--- src/rtl/usb_tx_arbiter.sv ---
// usb_tx_arbiter
//
// Shares the single USB transmit FIFO write port among up to four packet
// sources. A source raises src_rdy, gets a one-cycle src_ack, then streams one
// framed packet which is copied byte-for-byte into the FIFO one cycle later.
// A grant is only issued when the FIFO can absorb a worst-case packet; a
// packet that stalls for TIMEOUT idle cycles is aborted with err_timeout.
//
// Ports:
//   clk           single clock
//   rst           synchronous reset, active-high
//   src_rdy       per-source packet pending
//   src_ack       one-hot, one-cycle grant pulse
//   src_q         per-source byte, source i on [8i+7:8i]
//   src_valid     per-source byte strobe
//   src_last      per-source end-of-packet flag, qualified by src_valid
//   fifo_wrusedw  FIFO fill level
//   fifo_wrreq    FIFO write strobe
//   fifo_data     FIFO write data
//   busy          high while a grant/transfer is in progress
//   cur_src       granted source index, held after the packet ends
//   err_timeout   one-cycle pulse when a packet is aborted
//
// Build option:
//   USB_TX_ARB_FIXED_PRIO_EN  defined: lowest requesting index always wins.
//                             undefined (default): round-robin after the
//                             previous winner.

module usb_tx_arbiter #(
   parameter int N_SRC   = 4,
   parameter int FIFO_AW = 11,
   parameter int MAX_PKT = 40,
   parameter int TIMEOUT = 63
) (
   input  logic                 clk,
   input  logic                 rst,
   input  logic [N_SRC-1:0]     src_rdy,
   output logic [N_SRC-1:0]     src_ack,
   input  logic [8*N_SRC-1:0]   src_q,
   input  logic [N_SRC-1:0]     src_valid,
   input  logic [N_SRC-1:0]     src_last,
   input  logic [FIFO_AW-1:0]   fifo_wrusedw,
   output logic                 fifo_wrreq,
   output logic [7:0]           fifo_data,
   output logic                 busy,
   output logic [1:0]           cur_src,
   output logic                 err_timeout
);

   // state | meaning
   // IDLE  | waiting for a request with enough FIFO space
   // GRANT | one-cycle acknowledge to the winner
   // XFER  | copying the winner's bytes into the FIFO
   typedef enum logic [1:0] {IDLE, GRANT, XFER} state_t;

   state_t             state, state_nx;
   logic [1:0]         last, last_nx, cur_nx, win;
   logic [7:0]         idle_cnt, idle_nx, idle_inc;
   logic [N_SRC-1:0]   ack_nx;
   logic               wrreq_nx, busy_nx, err_nx;
   logic [7:0]         data_nx, sel_q;
   logic               sel_valid, sel_last, space_ok, found;
   logic [FIFO_AW:0]   space;

   assign space    = {1'b0, {FIFO_AW{1'b1}}} - {1'b0, fifo_wrusedw};
   assign space_ok = (space >= (FIFO_AW+1)'(MAX_PKT));
   assign idle_inc = (idle_cnt == 8'hff) ? idle_cnt : idle_cnt + 8'd1;

   // Lane of the currently granted source; every other lane is ignored.
   always_comb begin
      sel_valid = 1'b0;
      sel_last  = 1'b0;
      sel_q     = '0;
      for (int i = 0; i < N_SRC; i++) begin
         if (cur_src == 2'(i)) begin
            sel_valid = src_valid[i];
            sel_last  = src_last[i];
            sel_q     = src_q[8*i +: 8];
         end
      end
   end

   always_comb begin
      win   = '0;
      found = 1'b0;
`ifdef USB_TX_ARB_FIXED_PRIO_EN
      for (int i = 0; i < N_SRC; i++) begin
         if (!found && src_rdy[i]) begin
            win   = 2'(i);
            found = 1'b1;
         end
      end
`else
      // Scan last+1, last+2, ... modulo N_SRC; first requester wins.
      for (int k = 1; k <= N_SRC; k++) begin
         for (int i = 0; i < N_SRC; i++) begin
            if (!found && src_rdy[i] && ((int'(last) + k) % N_SRC) == i) begin
               win   = 2'(i);
               found = 1'b1;
            end
         end
      end
`endif
   end

   always_comb begin
      state_nx = state;
      last_nx  = last;
      cur_nx   = cur_src;
      idle_nx  = idle_cnt;
      ack_nx   = '0;
      wrreq_nx = 1'b0;
      data_nx  = fifo_data;
      err_nx   = 1'b0;
      case (state)
         IDLE: begin
            if (|src_rdy && space_ok) begin
               state_nx = GRANT;
               cur_nx   = win;
               for (int i = 0; i < N_SRC; i++) ack_nx[i] = (win == 2'(i));
            end
         end
         GRANT: begin
            state_nx = XFER;
            idle_nx  = '0;
         end
         XFER: begin
            if (sel_valid) begin
               wrreq_nx = 1'b1;
               data_nx  = sel_q;
               idle_nx  = '0;
               if (sel_last) begin
                  last_nx  = cur_src;
                  state_nx = IDLE;
               end
            end else begin
               idle_nx = idle_inc;
               // Abort on the TIMEOUT-th consecutive silent cycle; bytes
               // already written stay in the FIFO.
               if (idle_inc == 8'(TIMEOUT)) begin
                  err_nx   = 1'b1;
                  last_nx  = cur_src;
                  state_nx = IDLE;
               end
            end
         end
         default: state_nx = IDLE;
      endcase
      busy_nx = (state_nx != IDLE);
   end

   always_ff @(posedge clk) begin
      if (rst) begin
         state       <= IDLE;
         last        <= 2'(N_SRC-1);
         cur_src     <= '0;
         idle_cnt    <= '0;
         src_ack     <= '0;
         fifo_wrreq  <= 1'b0;
         fifo_data   <= '0;
         busy        <= 1'b0;
         err_timeout <= 1'b0;
      end else begin
         state       <= state_nx;
         last        <= last_nx;
         cur_src     <= cur_nx;
         idle_cnt    <= idle_nx;
         src_ack     <= ack_nx;
         fifo_wrreq  <= wrreq_nx;
         fifo_data   <= data_nx;
         busy        <= busy_nx;
         err_timeout <= err_nx;
      end
   end

endmodule
--- config.mk ---
export PLATFORM = sky130hd
export DESIGN_NAME = usb_tx_arbiter
export DESIGN_NICKNAME = d
export VERILOG_FILES = /design/src/rtl/usb_tx_arbiter.sv
export SDC_FILE = /design/constraint.sdc
export NUM_CORES = 1
export LEC_CHECK = 0
export ABC_AREA = 1
export CAP_MARGIN = 30
export CORE_MARGIN = 4
export CORE_UTILIZATION = 47
export CTS_CLUSTER_SIZE = 28
export DETAILED_ROUTE_END_ITERATION = 7
export PLACE_DENSITY_LB_ADDON = 0.25
export SETUP_SLACK_MARGIN = 0.1
export SYNTH_ARGS = -nofsm -noshare
export SYNTH_HDL_FRONTEND = slang
export SYNTH_SLANG_ARGS = --single-unit
--- constraint.sdc ---
create_clock -name clk -period 5.05 [get_ports clk]
set_clock_uncertainty 0.15 [all_clocks]
set_input_delay 1.01 -clock clk [delete_from_list [all_inputs] [get_ports clk]]
set_output_delay 1.01 -clock clk [all_outputs]
set_load 0.005 [all_outputs]
# Word-level counts from Yosys, hierarchy flattened
# Cells that the tools add are included.
dict set report classes {
  n_reduce_logical 68
  addsub 6
  bitwise_logic 7
  n_eq_ne 23
  order_cmp 1
  muxes 55
}
# operator n
set op_table {}
lappend op_table {{$logic_not 32->1} 4}
lappend op_table {{$mux 8} 6}
lappend op_table {{$mux 2} 21}
lappend op_table {{$logic_and 1x1->1} 32}
lappend op_table {{$mux 1} 26}
lappend op_table {{$eq 3x3->1 const B} 8}
lappend op_table {{$pmux 8 s2} 1}
lappend op_table {{$logic_not 1->1} 15}
lappend op_table {{$eq 3x2->1 const B} 4}
lappend op_table {{$ge 12x6->1 const B} 1}
lappend op_table {{$sub 11x11->12 const A} 1}
lappend op_table {{$eq 2x2->1 const B} 5}
lappend op_table {{$reduce_or 2->1} 5}
lappend op_table {{$add 8x1->8 const B} 1}
lappend op_table {{$eq 8x6->1 const B} 1}
lappend op_table {{$eq 8x8->1 const B} 1}
lappend op_table {{$eq 2x1->1 const B} 3}
lappend op_table {{$logic_not 2->1} 3}
lappend op_table {{$pmux 2 s3} 1}
lappend op_table {{$reduce_bool 2->1} 3}
lappend op_table {{$reduce_or 3->1} 2}
lappend op_table {{$add 2x1->2 const B} 2}
lappend op_table {{$add 2x2->2 const B} 2}
lappend op_table {{$and 1x1->1 const A} 4}
lappend op_table {{other kinds (5)} 8}
dict set report totals {
  output_inout_bits 17
  register_bits 29
  in_bits 57
}

# Longest topological paths before layout
# Gate-level depths: netlist (run 1).
dict set report depth {
  ltp_word 67
  depth_mapped 13
}

# Least setup slack after synthesis (run 1)
# OpenSTA, ideal clock, no wires.
dict set report synth_timing {
  path_kind {input -> register}
  startpoint {input src_rdy[3]}
  endpoint {register src_ack[2]}
  setup_slack_ps 2733
  t_arrival_ps 2056
  path_buffers 0
  stages 12
  path_cell_list {nand3_1 > nand2_2 > nor2_4 > nand4_2 > nor2_4 > nand4_4 > nor2_4 > nand3_1 > nand2_1 > inv_1 > nand3_1 > nor2_1}
}
dict set report synth_via {
  elab_chain_len 52
  word_cells_on_any_way 68
  cone_classes {eq/ne (1); mux (25); bitwise (1); reduce/logical (41)}
}
# item line
set synth_rtl {}
lappend synth_rtl {{from (decl)} 37} ;# input logic [N_SRC-1:0] src_rdy,
lappend synth_rtl {{$logic_and 1x1->1 (2 in a row)} 97} ;# if (!found && src_rdy[i] && ((int'(last) + k) % N_SRC) == i) begin
lappend synth_rtl {{$mux 1} 97}
lappend synth_rtl {{$logic_not 1->1} 97}
lappend synth_rtl {{$logic_and 1x1->1 (2 in a row)} 97}
lappend synth_rtl {{$mux 1} 97}
lappend synth_rtl {{$logic_not 1->1} 97}
lappend synth_rtl {{$logic_and 1x1->1 (2 in a row)} 97}
lappend synth_rtl {{$mux 1} 97}
lappend synth_rtl {{[31 not listed]} n/a}
lappend synth_rtl {{$mux 1} 97}
lappend synth_rtl {{$logic_not 1->1} 97}
lappend synth_rtl {{$logic_and 1x1->1 (2 in a row)} 97}
lappend synth_rtl {{$mux 1} 97}
lappend synth_rtl {{$logic_not 1->1} 97}
lappend synth_rtl {{$logic_and 1x1->1 (2 in a row)} 97}
lappend synth_rtl {{$mux 2} 97}
lappend synth_rtl {{$eq 2x2->1} 120} ;# for (int i = 0; i < N_SRC; i++) ack_nx[i] = (win == 2'(i));
lappend synth_rtl {{to (signal assigned)} 168} ;# src_ack <= ack_nx;
lappend synth_rtl {{to (decl)} 38} ;# output logic [N_SRC-1:0] src_ack,
# Several ways; a longest one is shown, not always the timed one.
# A chain may end at the register's enable or synchronous reset.

# Final worst setup path (run 1)
dict set report layout_timing {
  startpoint {input src_rdy[1]}
  endpoint {register src_ack[1]}
}
dict set report layout_via {
  elab_chain_len 60
  word_cells_on_any_way 78
  cone_classes {eq/ne (1); mux (29); bitwise (1); reduce/logical (47)}
}
# item line
set layout_rtl {}
lappend layout_rtl {{$logic_and 1x1->1 (2 in a row)} 97}
lappend layout_rtl {{$mux 1} 97}
lappend layout_rtl {{$logic_not 1->1} 97}
lappend layout_rtl {{$logic_and 1x1->1 (2 in a row)} 97}
lappend layout_rtl {{$mux 1} 97}
lappend layout_rtl {{$logic_not 1->1} 97}
lappend layout_rtl {{$logic_and 1x1->1 (2 in a row)} 97}
lappend layout_rtl {{$mux 1} 97}
lappend layout_rtl {{[39 not listed]} n/a}
lappend layout_rtl {{$mux 1} 97}
lappend layout_rtl {{$logic_not 1->1} 97}
lappend layout_rtl {{$logic_and 1x1->1 (2 in a row)} 97}
lappend layout_rtl {{$mux 1} 97}
lappend layout_rtl {{$logic_not 1->1} 97}
lappend layout_rtl {{$logic_and 1x1->1 (2 in a row)} 97}
lappend layout_rtl {{$mux 2} 97}
lappend layout_rtl {{$eq 2x1->1} 120}
# Several ways; a longest one is shown, not always the timed one.

==> results of run 1 <==
[sequential cells by signal, indices dropped and copies added, names as in the netlist]
name         count
fifo_data        8
idle_cnt         8
src_ack          4
cur_src          2
last             2
state            2
busy             1
err_timeout      1
fifo_wrreq       1
[worst max path at each step]
stage / startpoint / end / slack (ns) / cells after the start
after floorplan: src_rdy[3] / src_ack[2]$_SDFF_PP0_ / 2.73 / 12
after global placement: src_rdy[1] / src_ack[1]$_SDFF_PP0_ / 2.10 / 12
after detailed placement: src_rdy[1] / src_ack[1]$_SDFF_PP0_ / 2.02 / 12
after CTS: cur_src[0]$_SDFFE_PP0P_ / cur_src[0] / 2.29 / 1
after global routing: src_rdy[1] / src_ack[1]$_SDFF_PP0_ / 2.10 / 12
final: src_rdy[1] / src_ack[1]$_SDFF_PP0_ / 2.30 / 12
[power by group]
group,switching (mW),internal [mW]
logic,0.160,0.137
registers,0.0277,0.257
clock network,0.0894,0.196
[per-layer routing]
layer,GRT usage,vias to the layer above,share of wire
met5,0,-,0
met4,0.0501,0,0.016
met1,0.228,914,0.40
li1,-,1088,-
met3,0.0866,9,0.097
met2,0.358,73,0.49
[cell families (layout without fill, tap and decap cells)]
family	Yosys count	after routing	synth area share
adder cells (fa/ha/maj)	4	4	0.0268
AND/OR/NAND/NOR	184	184	0.482
XOR/XNOR	5	5	0.0234
flip-flops	29	29	0.311
AO/OA/AOI/OAI	27	27	0.0851
buffers and inverters	35	108	0.0717
[cells in the final DEF (no fill, tap or decap), drive strengths merged, types with 2 or more instances in the layout]
cell type      synthesis  routed
nor3                   7       7
o21ai                  5       5
ha                     4       4
clkinv                 1       2
nand4                 18      18
bufinv                 0       2
clkdlybuf4s50          0      70
a221oi                 3       3
nor2                  29      29
clkbuf                 3       5
xnor2                  2       2
nand2                 94      94
dfxtp                 29      29
nand3                 34      34
xor2                   3       3
inv                   29      29
a21oi                 14      14
[through the flow]
stage	setup WS, ns	hold slack, ns	instance area [sq um]	instances
floorplan	2.73	0.308	1870	284
global placement	2.10	0.302	2610	397
detailed placement	2.02	0.308	2610	397
CTS	2.29	0.319	2740	405
global route	2.10	0.358	2740	405
finish	2.30	0.322	2740	405
[cell type report]
type | count | area, sq um
clock buffers | 5 | 68.8
clock inverters | 3 | 65.1
fillers | 322 | 1000
inverters | 30 | 113
multi-input cells | 220 | 1150
flip-flops and latches | 29 | 581
well taps | 48 | 60.1
repair buffers | 70 | 701
[synth_stat cells (all sizes together)]
cell	n	share of area
nand2	94	0.19
nand3	34	0.11
dfxtp	29	0.31
inv	29	0.058
nor2	29	0.073
nand4	18	0.078
a21oi	14	0.038
nor3	7	0.025
o21ai	5	0.013
ha	4	0.027
a221oi	3	0.014
clkbuf	3	0.0060
xor2	3	0.014
buf	2	0.0054
xnor2	2	0.0094
a211oi	1	0.0040
a31oi	1	0.0034
a41oi	1	0.0047
clkinv	1	0.0020
nand3b	1	0.0040
nor4	1	0.0034
o21a	1	0.0040
o21bai	1	0.0040
[worst max-delay path: cells and delay by family]
family / cells / cell delay, ns
buffers and inverters: 1 / 0.53
and+or+nand+nor: 11 / 1.26
==> flow_metrics.tcl, run 1 <==
set metrics [dict create \
    ys_seq_area_frac 0.311 \
    avgSynthCellArea_sq_um 6.58 \
    ir_drop_uv 229 \
    holdPathEnd "fifo_data[2]$_SDFFE_PP0P_" \
    syn_area_sq_mm 0.00187 \
    wirelength_mm 5.07 \
    worst-slew-pin-transition_ns 0.748 \
    drive_gt1_frac 0.0784 \
    crit_fanout 7 \
    ys_ff_latch 29 \
    hold_violations 0 \
    cp_slowest_stage_delay_ns 0.53 \
    grt_usage 0.204 \
    relSlewSlack 0.498 \
    overflow 0 \
    power_density_mw_per_mm2 316 \
    reg2reg_to "last[0]$_SDFFE_PP1P_" \
    die_area_sq_mm 0.00505 \
    power.total_mw 0.867 \
    dp.final_hpwl_mm 4.01 \
    antenna_left 0 \
    min_period_ns 2.75 \
    rsz0062_at_grt "false" \
    grt_pass1_wl_mm 8.48 \
    start_kind "input pin" \
    num_vias 2084 \
    grt_pass1_vias 1992 \
    setup_viol 0 \
    timing.setup.tns_ns 0 \
    insertedDiodeCount 0 \
    path_cells "clkdlybuf4s50_1 > nand2_1 > nand2_2 > nor2_4 > nand4_2 > nor2_4 > nand4_4 > nor2_4 > nand4_2 > nand3_2 > nand2_2 > nor2_1" \
    period_share 0.545 \
    antenna_found_initial 0 \
    holdPathStages 2 \
    viasPerCell 5.15 \
    h-tree-depth 2 \
    reg2reg_depth 9 \
    yosys_warnings 0 \
    ff2ff_setup_slack_ns 2.62 \
    cp_common_cell "nor2_4" \
    die_y_um 71.0 \
    hold_start "fifo_data[2]$_SDFFE_PP0P_" \
    drt_pass1_iterations 4 \
    start_util 0.499 \
    rows 22 \
    clockBufferDepth 2 \
    core_sq_mm 0.00374 \
    wl_per_cell_um 12.5 \
    p_leak_nw 1.19 \
    cap_violations 0 \
    nets 417 \
    insertion_delay_ns 0.28 \
    remaining_drc_errors 0 \
    worst-setup-path-type "input pin to flip-flop" \
    worstPathArrival_ns 2.81 \
    cts-hold-fix-buffers 0 \
    syn_inst 284 \
    clk_pin_slew_ns 0.07 \
    drv_slew 0 \
    syn_to_final_growth_pct 46.8 \
    cts_num_sinks 29 \
    grt_max_degree 21 \
    cts_tree "yes" \
    portBuffers 70 \
    ys_types 33 \
    crit_path_end_kind "flip-flop" \
    fmaxAchievable_mhz 363 \
    hold_path_class "flip-flop to flip-flop" \
    fin_util 0.732 \
    synth_nets 345 \
    ioPinCount 74 \
    status "complete, no violations" \
    drt-initial-drc-count 96 \
    reg2reg_from "cur_src[0]$_SDFFE_PP0P_" \
    slowest_stage "clkdlybuf4s50_1" \
    gp_congestion 0.908 \
    cts_root_buffer "clkbuf_8" \
    numCtsBuffers 5 \
    cts_resized 0 \
    dieWidth_um 71.0 \
    cp_data_required_time_ns 5.11 \
    cts_setup_buffers 0 \
]
(Power assumes the default switching activity.)
==> run 2, diff against run 1 <==
--- a/config.mk
+++ b/config.mk
@@ -8,7 +8,7 @@
 export ABC_AREA = 1
 export CAP_MARGIN = 30
 export CORE_MARGIN = 4
-export CORE_UTILIZATION = 47
+export CORE_UTILIZATION = 44
 export CTS_CLUSTER_SIZE = 28
 export DETAILED_ROUTE_END_ITERATION = 7
 export PLACE_DENSITY_LB_ADDON = 0.25
==> constraint.sdc (replaced) <==
create_clock -name clk -period 2.8 [get_ports clk]
set_clock_uncertainty 0.15 [all_clocks]
set_input_delay 0.56 -clock clk [delete_from_list [all_inputs] [get_ports clk]]
set_output_delay 0.56 -clock clk [all_outputs]
set_load 0.005 [all_outputs]
==> flow_metrics.tcl, run 2 (synthesized netlist as in run 1, its figures left out) <==
set metrics [dict create \
    status "complete, no violations" \
    hold_path_class "flip-flop to flip-flop" \
    top_regs "fifo_data (8), idle_cnt (8), src_ack (4)" \
    cts_root_buffer "clkbuf_8" \
    ioPinCount 74 \
    fin_ws_ns 0.544 \
    cts_tree "yes" \
    rows 23 \
    drt-initial-drc-count 138 \
    wirelength_mm 4.89 \
    period_share 0.806 \
    dieWidth_um 73.2 \
    cts_resized 0 \
    power.total_mw 1.39 \
    drive_gt1_frac 0.0886 \
    wl_per_cell_um 11.9 \
    crit_fanout 10 \
    numCtsBuffers 5 \
    holdPathStages 2 \
    antenna_left 0 \
    num_vias 2150 \
    relSlewSlack 0.720 \
    dp.final_hpwl_mm 4.01 \
    cts-hold-fix-buffers 0 \
    die_y_um 73.2 \
    setup_viol 0 \
    cp_data_required_time_ns 2.81 \
    crit_path_end_kind "flip-flop" \
    grt_pass1_wl_mm 8.39 \
    drt_pass1_iterations 6 \
    clk_pin_slew_ns 0.07 \
    min_period_ns 2.26 \
    worst-setup-path-type "flip-flop to flip-flop" \
    viasPerCell 5.23 \
    final_cell_mix "91 x nand2_1, 70 x clkdlybuf4s50_1, 30 x nand3_1" \
    pre_cts_slack_ns 0.248 \
    ir_drop_uv 267 \
    fmaxAchievable_mhz 443 \
    cap_violations 0 \
    antenna_found_initial 0 \
    nets 421 \
    grt_max_degree 13 \
    h-tree-depth 2 \
    start_kind "flip-flop" \
    clockBufferDepth 2 \
    register_area_sq_um 581 \
    insertion_delay_ns 0.29 \
    insertedDiodeCount 0 \
    rsz0062_at_grt "false" \
    reg2reg_depth 9 \
    hold_violations 0 \
    fillers 377 \
    layout_commonest_cell "nand2_1" \
    overflow 0 \
    gp_congestion 0.889 \
    worst-slew-pin-transition_ns 0.420 \
    timing.setup.tns_ns 0 \
    p_leak_nw 1.18 \
    start_util 0.460 \
    cts_setup_buffers 0 \
    grt_usage 0.200 \
    multi_input_comb_area_sq_mm 0.00115 \
    core_sq_mm 0.00406 \
    syn_to_final_growth_pct 45.9 \
    remaining_drc_errors 0 \
    die_area_sq_mm 0.00535 \
    cts_num_sinks 29 \
    power_density_mw_per_mm2 508 \
    worstPathArrival_ns 2.27 \
    drv_slew 0 \
    portBuffers 70 \
    grt_pass1_vias 1965 \
]
-- run 2: changes by cell type in the layout (fill, tap and decap cells not counted), sizes merged --
cell | before | now
buf | 0 | 4
bufinv | 2 | 0
clkinv | 2 | 3
clkinvlp | 0 | 1
-- run 2: worst paths after layout --
| check | from | end | slack [ns] |
|---|---|---|---|
| setup / recovery | cur_src[0]$_SDFFE_PP0P_ | last[0]$_SDFFE_PP1P_ | 0.54 |
| setup reg to reg | cur_src[0]$_SDFFE_PP0P_ | last[0]$_SDFFE_PP1P_ | 0.54 |
| hold / removal | fifo_data[1]$_SDFFE_PP0P_ | fifo_data[1]$_SDFFE_PP0P_ | 0.32 |
| hold reg to reg | fifo_data[1]$_SDFFE_PP0P_ | fifo_data[1]$_SDFFE_PP0P_ | 0.32 |
-- run 2: power by group --
group	switching, mW	internal [mW]
Clock	0.161	0.171
Sequential	0.0437	0.464
Combinational	0.288	0.257
-- run 2: final cells by class --
class                      instances  area share
multi-input combinational        220       0.423
timing repair buffer              74       0.268
sequential                        29       0.213
inverter                          30      0.0413
clock buffer                       5      0.0252
tap                               50      0.0229
clock inverter                     3     0.00642
-- run 2: metal layers --
metal	vias up	share of wire	global-route usage
li1	1101	-	-
met1	953	0.40	0.217
met2	87	0.48	0.340
met3	9	0.11	0.0923
met4	0	0.015	0.0697
met5	-	0	0
-- run 2: critical path, cell delays in order (launching register included) --
cell,delay (ns)
dfxtp_1,0.57
nor2_2,0.18
nand2_1,0.10
nand4_1,0.18
nor3_1,0.40
nand4_1,0.17
nand2_1,0.16
nand2_1,0.09
nand2_1,0.07
nand3_1,0.06
-- run 2: through the flow --
step | std cells | util | hold WS [ns] | area, sq um
floorplan | 284 | - | 0.308 | 1870
global placement | 403 | 0.651 | 0.306 | 2640
detailed placement | 403 | 0.651 | 0.309 | 2640
CTS | 411 | 0.672 | 0.322 | 2730
global route | 411 | 0.672 | 0.345 | 2730
finish | 411 | 0.672 | 0.321 | 2730
==> run 3, diff against run 2 <==
--- a/config.mk
+++ b/config.mk
@@ -8,7 +8,7 @@
 export ABC_AREA = 1
 export CAP_MARGIN = 30
 export CORE_MARGIN = 4
-export CORE_UTILIZATION = 44
+export CORE_UTILIZATION = 39
 export CTS_CLUSTER_SIZE = 28
 export DETAILED_ROUTE_END_ITERATION = 7
 export PLACE_DENSITY_LB_ADDON = 0.25
==> constraint.sdc (replaced) <==
create_clock -name clk -period 1.9 [get_ports clk]
set_clock_uncertainty 0.15 [all_clocks]
set_input_delay 0.38 -clock clk [delete_from_list [all_inputs] [get_ports clk]]
set_output_delay 0.38 -clock clk [all_outputs]
set_load 0.005 [all_outputs]
==> flow_metrics.tcl, run 3 (synthesized netlist as in run 1, its figures left out) <==
set metrics [dict create \
    hold_violations 0 \
    pre_cts_slack_ns -0.385 \
    antenna_found_initial 0 \
    insertion_delay_ns 0.28 \
    cts_num_sinks 29 \
    worst-slew-pin-transition_ns 0.363 \
    holdPathStages 2 \
    start_kind "flip-flop" \
    crit_fanout 7 \
    overflow 0 \
    drv_slew 0 \
    num_vias 2344 \
    violations "negative setup slack" \
    critPathTopFamily "simple AND/OR/NAND/NOR gates" \
    reg2reg_from "last[1]$_SDFFE_PP1P_" \
    final_cell_mix "79 x nand2_1, 66 x clkdlybuf4s50_1, 49 x buf_4" \
    portBuffers 70 \
    drt-initial-drc-count 73 \
    holdPathEnd "fifo_data[0]$_SDFFE_PP0P_" \
    setup_viol 10 \
    drt_pass1_iterations 4 \
    top_regs "fifo_data (8), idle_cnt (8), src_ack (4)" \
    dieWidth_um 77.2 \
    start_util 0.415 \
    stdcell_count 459 \
    h-tree-depth 2 \
    dp_cells 437 \
    fin_ws_ns -0.0773 \
    ioPinCount 74 \
    layout_commonest_cell "nand2_1" \
    rsz0062_at_grt "true" \
    cap_violations 0 \
    power.total_mw 2.26 \
    timing.setup.tns_ns -0.448 \
    crit_path_end_kind "flip-flop" \
    relSlewSlack 0.757 \
    syn_to_final_growth_pct 76.0 \
    min_period_ns 1.98 \
    ff2ff_setup_slack_ns -0.08 \
    grt_max_degree 15 \
    power_density_mw_per_mm2 688 \
    numCtsBuffers 5 \
    dp.final_hpwl_mm 4.40 \
    core_sq_mm 0.00450 \
    die_area_sq_mm 0.00596 \
    die_y_um 77.2 \
    status "finished, violations left" \
    grt_pass1_wl_mm 9.79 \
    remaining_drc_errors 0 \
    rows 24 \
    antenna_left 0 \
    drive_gt1_frac 0.290 \
    grt_usage 0.200 \
    hold_start "fifo_data[0]$_SDFFE_PP0P_" \
    period_share 1.04 \
    dpl_cell_area_sq_mm 0.00291 \
    reg2reg_depth 13 \
    cts-hold-fix-buffers 0 \
    cp_slowest_stage_delay_ns 0.43 \
    reg2reg_to "cur_src[1]$_SDFFE_PP0P_" \
    viasPerCell 5.11 \
    clockBufferDepth 2 \
    insertedDiodeCount 0 \
    hold_path_class "flip-flop to flip-flop" \
    cp_data_required_time_ns 1.92 \
    path_cells "inv_4 > buf_4 > nor2_4 > nand2_4 > nand4_4 > nor2_4 > buf_4 > nand4_1 > nand3_2 > nor2_4 > nand3_2 > nand2_1 > nand2_1" \
    gp_congestion 0.822 \
    cp_common_cell "nor2_4" \
    wirelength_mm 6.19 \
    cts_root_buffer "clkbuf_8" \
    cts_tree "yes" \
    clk_pin_slew_ns 0.06 \
    nets 467 \
    slowest_stage "dfxtp_4" \
    wl_per_cell_um 13.5 \
    grt_pass1_vias 2311 \
    fmaxAchievable_mhz 506 \
    path_buf_inv 3 \
    final_cell_area_sq_mm 0.00329 \
    worstPathArrival_ns 2.00 \
    p_leak_nw 1.45 \
    worst-setup-path-type "flip-flop to flip-flop" \
    ir_drop_uv 426 \
]
-- run 3: worst max path at each step --
stage / start / to / cells past startpoint
2_1_floorplan: idle_cnt[1]$_SDFFE_PP0P_ / last[0]$_SDFFE_PP1P_ / 12
3_3_place_gp: src_rdy[3] / src_ack[1]$_SDFF_PP0_ / 12
3_5_place_dp: src_rdy[3] / src_ack[3]$_SDFF_PP0_ / 12
4_1_cts: idle_cnt[1]$_SDFFE_PP0P_ / busy$_SDFF_PP0_ / 12
5_1_grt: idle_cnt[1]$_SDFFE_PP0P_ / busy$_SDFF_PP0_ / 12
6_report: last[1]$_SDFFE_PP1P_ / cur_src[1]$_SDFFE_PP0P_ / 13
-- run 3: repair_timing --
action | in CTS | in global routing
buffers inserted | 8 | 6
endpoints found under the setup margin | 14 | 19
endpoints found under the hold margin | 0 | 0
resized for setup | 25 | 30
pin swaps | 17 | 11
-- run 3: final cells by class --
type                       instances  area [sq um]
tap                               52          65.1
clock buffer                       6          72.6
clock inverter                     2          10.0
fill                             339          1220
inverter                          30           118
multi-input combinational        220          1360
timing repair buffer             120          1070
sequential                        29           593
-- run 3: through the flow --
step	hold WS [ns]	utilization
after floorplan	0.308	-
after global placement	0.301	0.646
after detailed placement	0.309	0.646
after CTS	0.324	0.693
after global routing	0.347	0.730
final	0.318	0.730
-- run 3: worst register-to-register path, cell delays in order, from the launching register on --
cell and delay [ns]:
dfxtp_4 0.43, inv_4 0.05, buf_4 0.14, nor2_4 0.12
nand2_4 0.08, nand4_4 0.10, nor2_4 0.05, buf_4 0.13
nand4_1 0.10, nand3_2 0.12, nor2_4 0.17, nand3_2 0.10
nand2_1 0.08, nand2_1 0.05
-- run 3: power breakdown --
| group | internal, mW | total (mW) | switching (mW) |
|---|---|---|---|
| clock | 0.253 | 0.475 | 0.222 |
| combinational | 0.505 | 1.03 | 0.528 |
| sequential | 0.687 | 0.753 | 0.0663 |
-- run 3: metal layers --
layer  vias up  part of all wire  routed length, um  global-route usage
met2        81              0.51               3140               0.364
met1      1065              0.41               2510               0.216
li1       1190                 -                  -                   -
met5         -                 0                  0                   0
met4         0             0.015                 95              0.0676
met3         8             0.072                445              0.0632
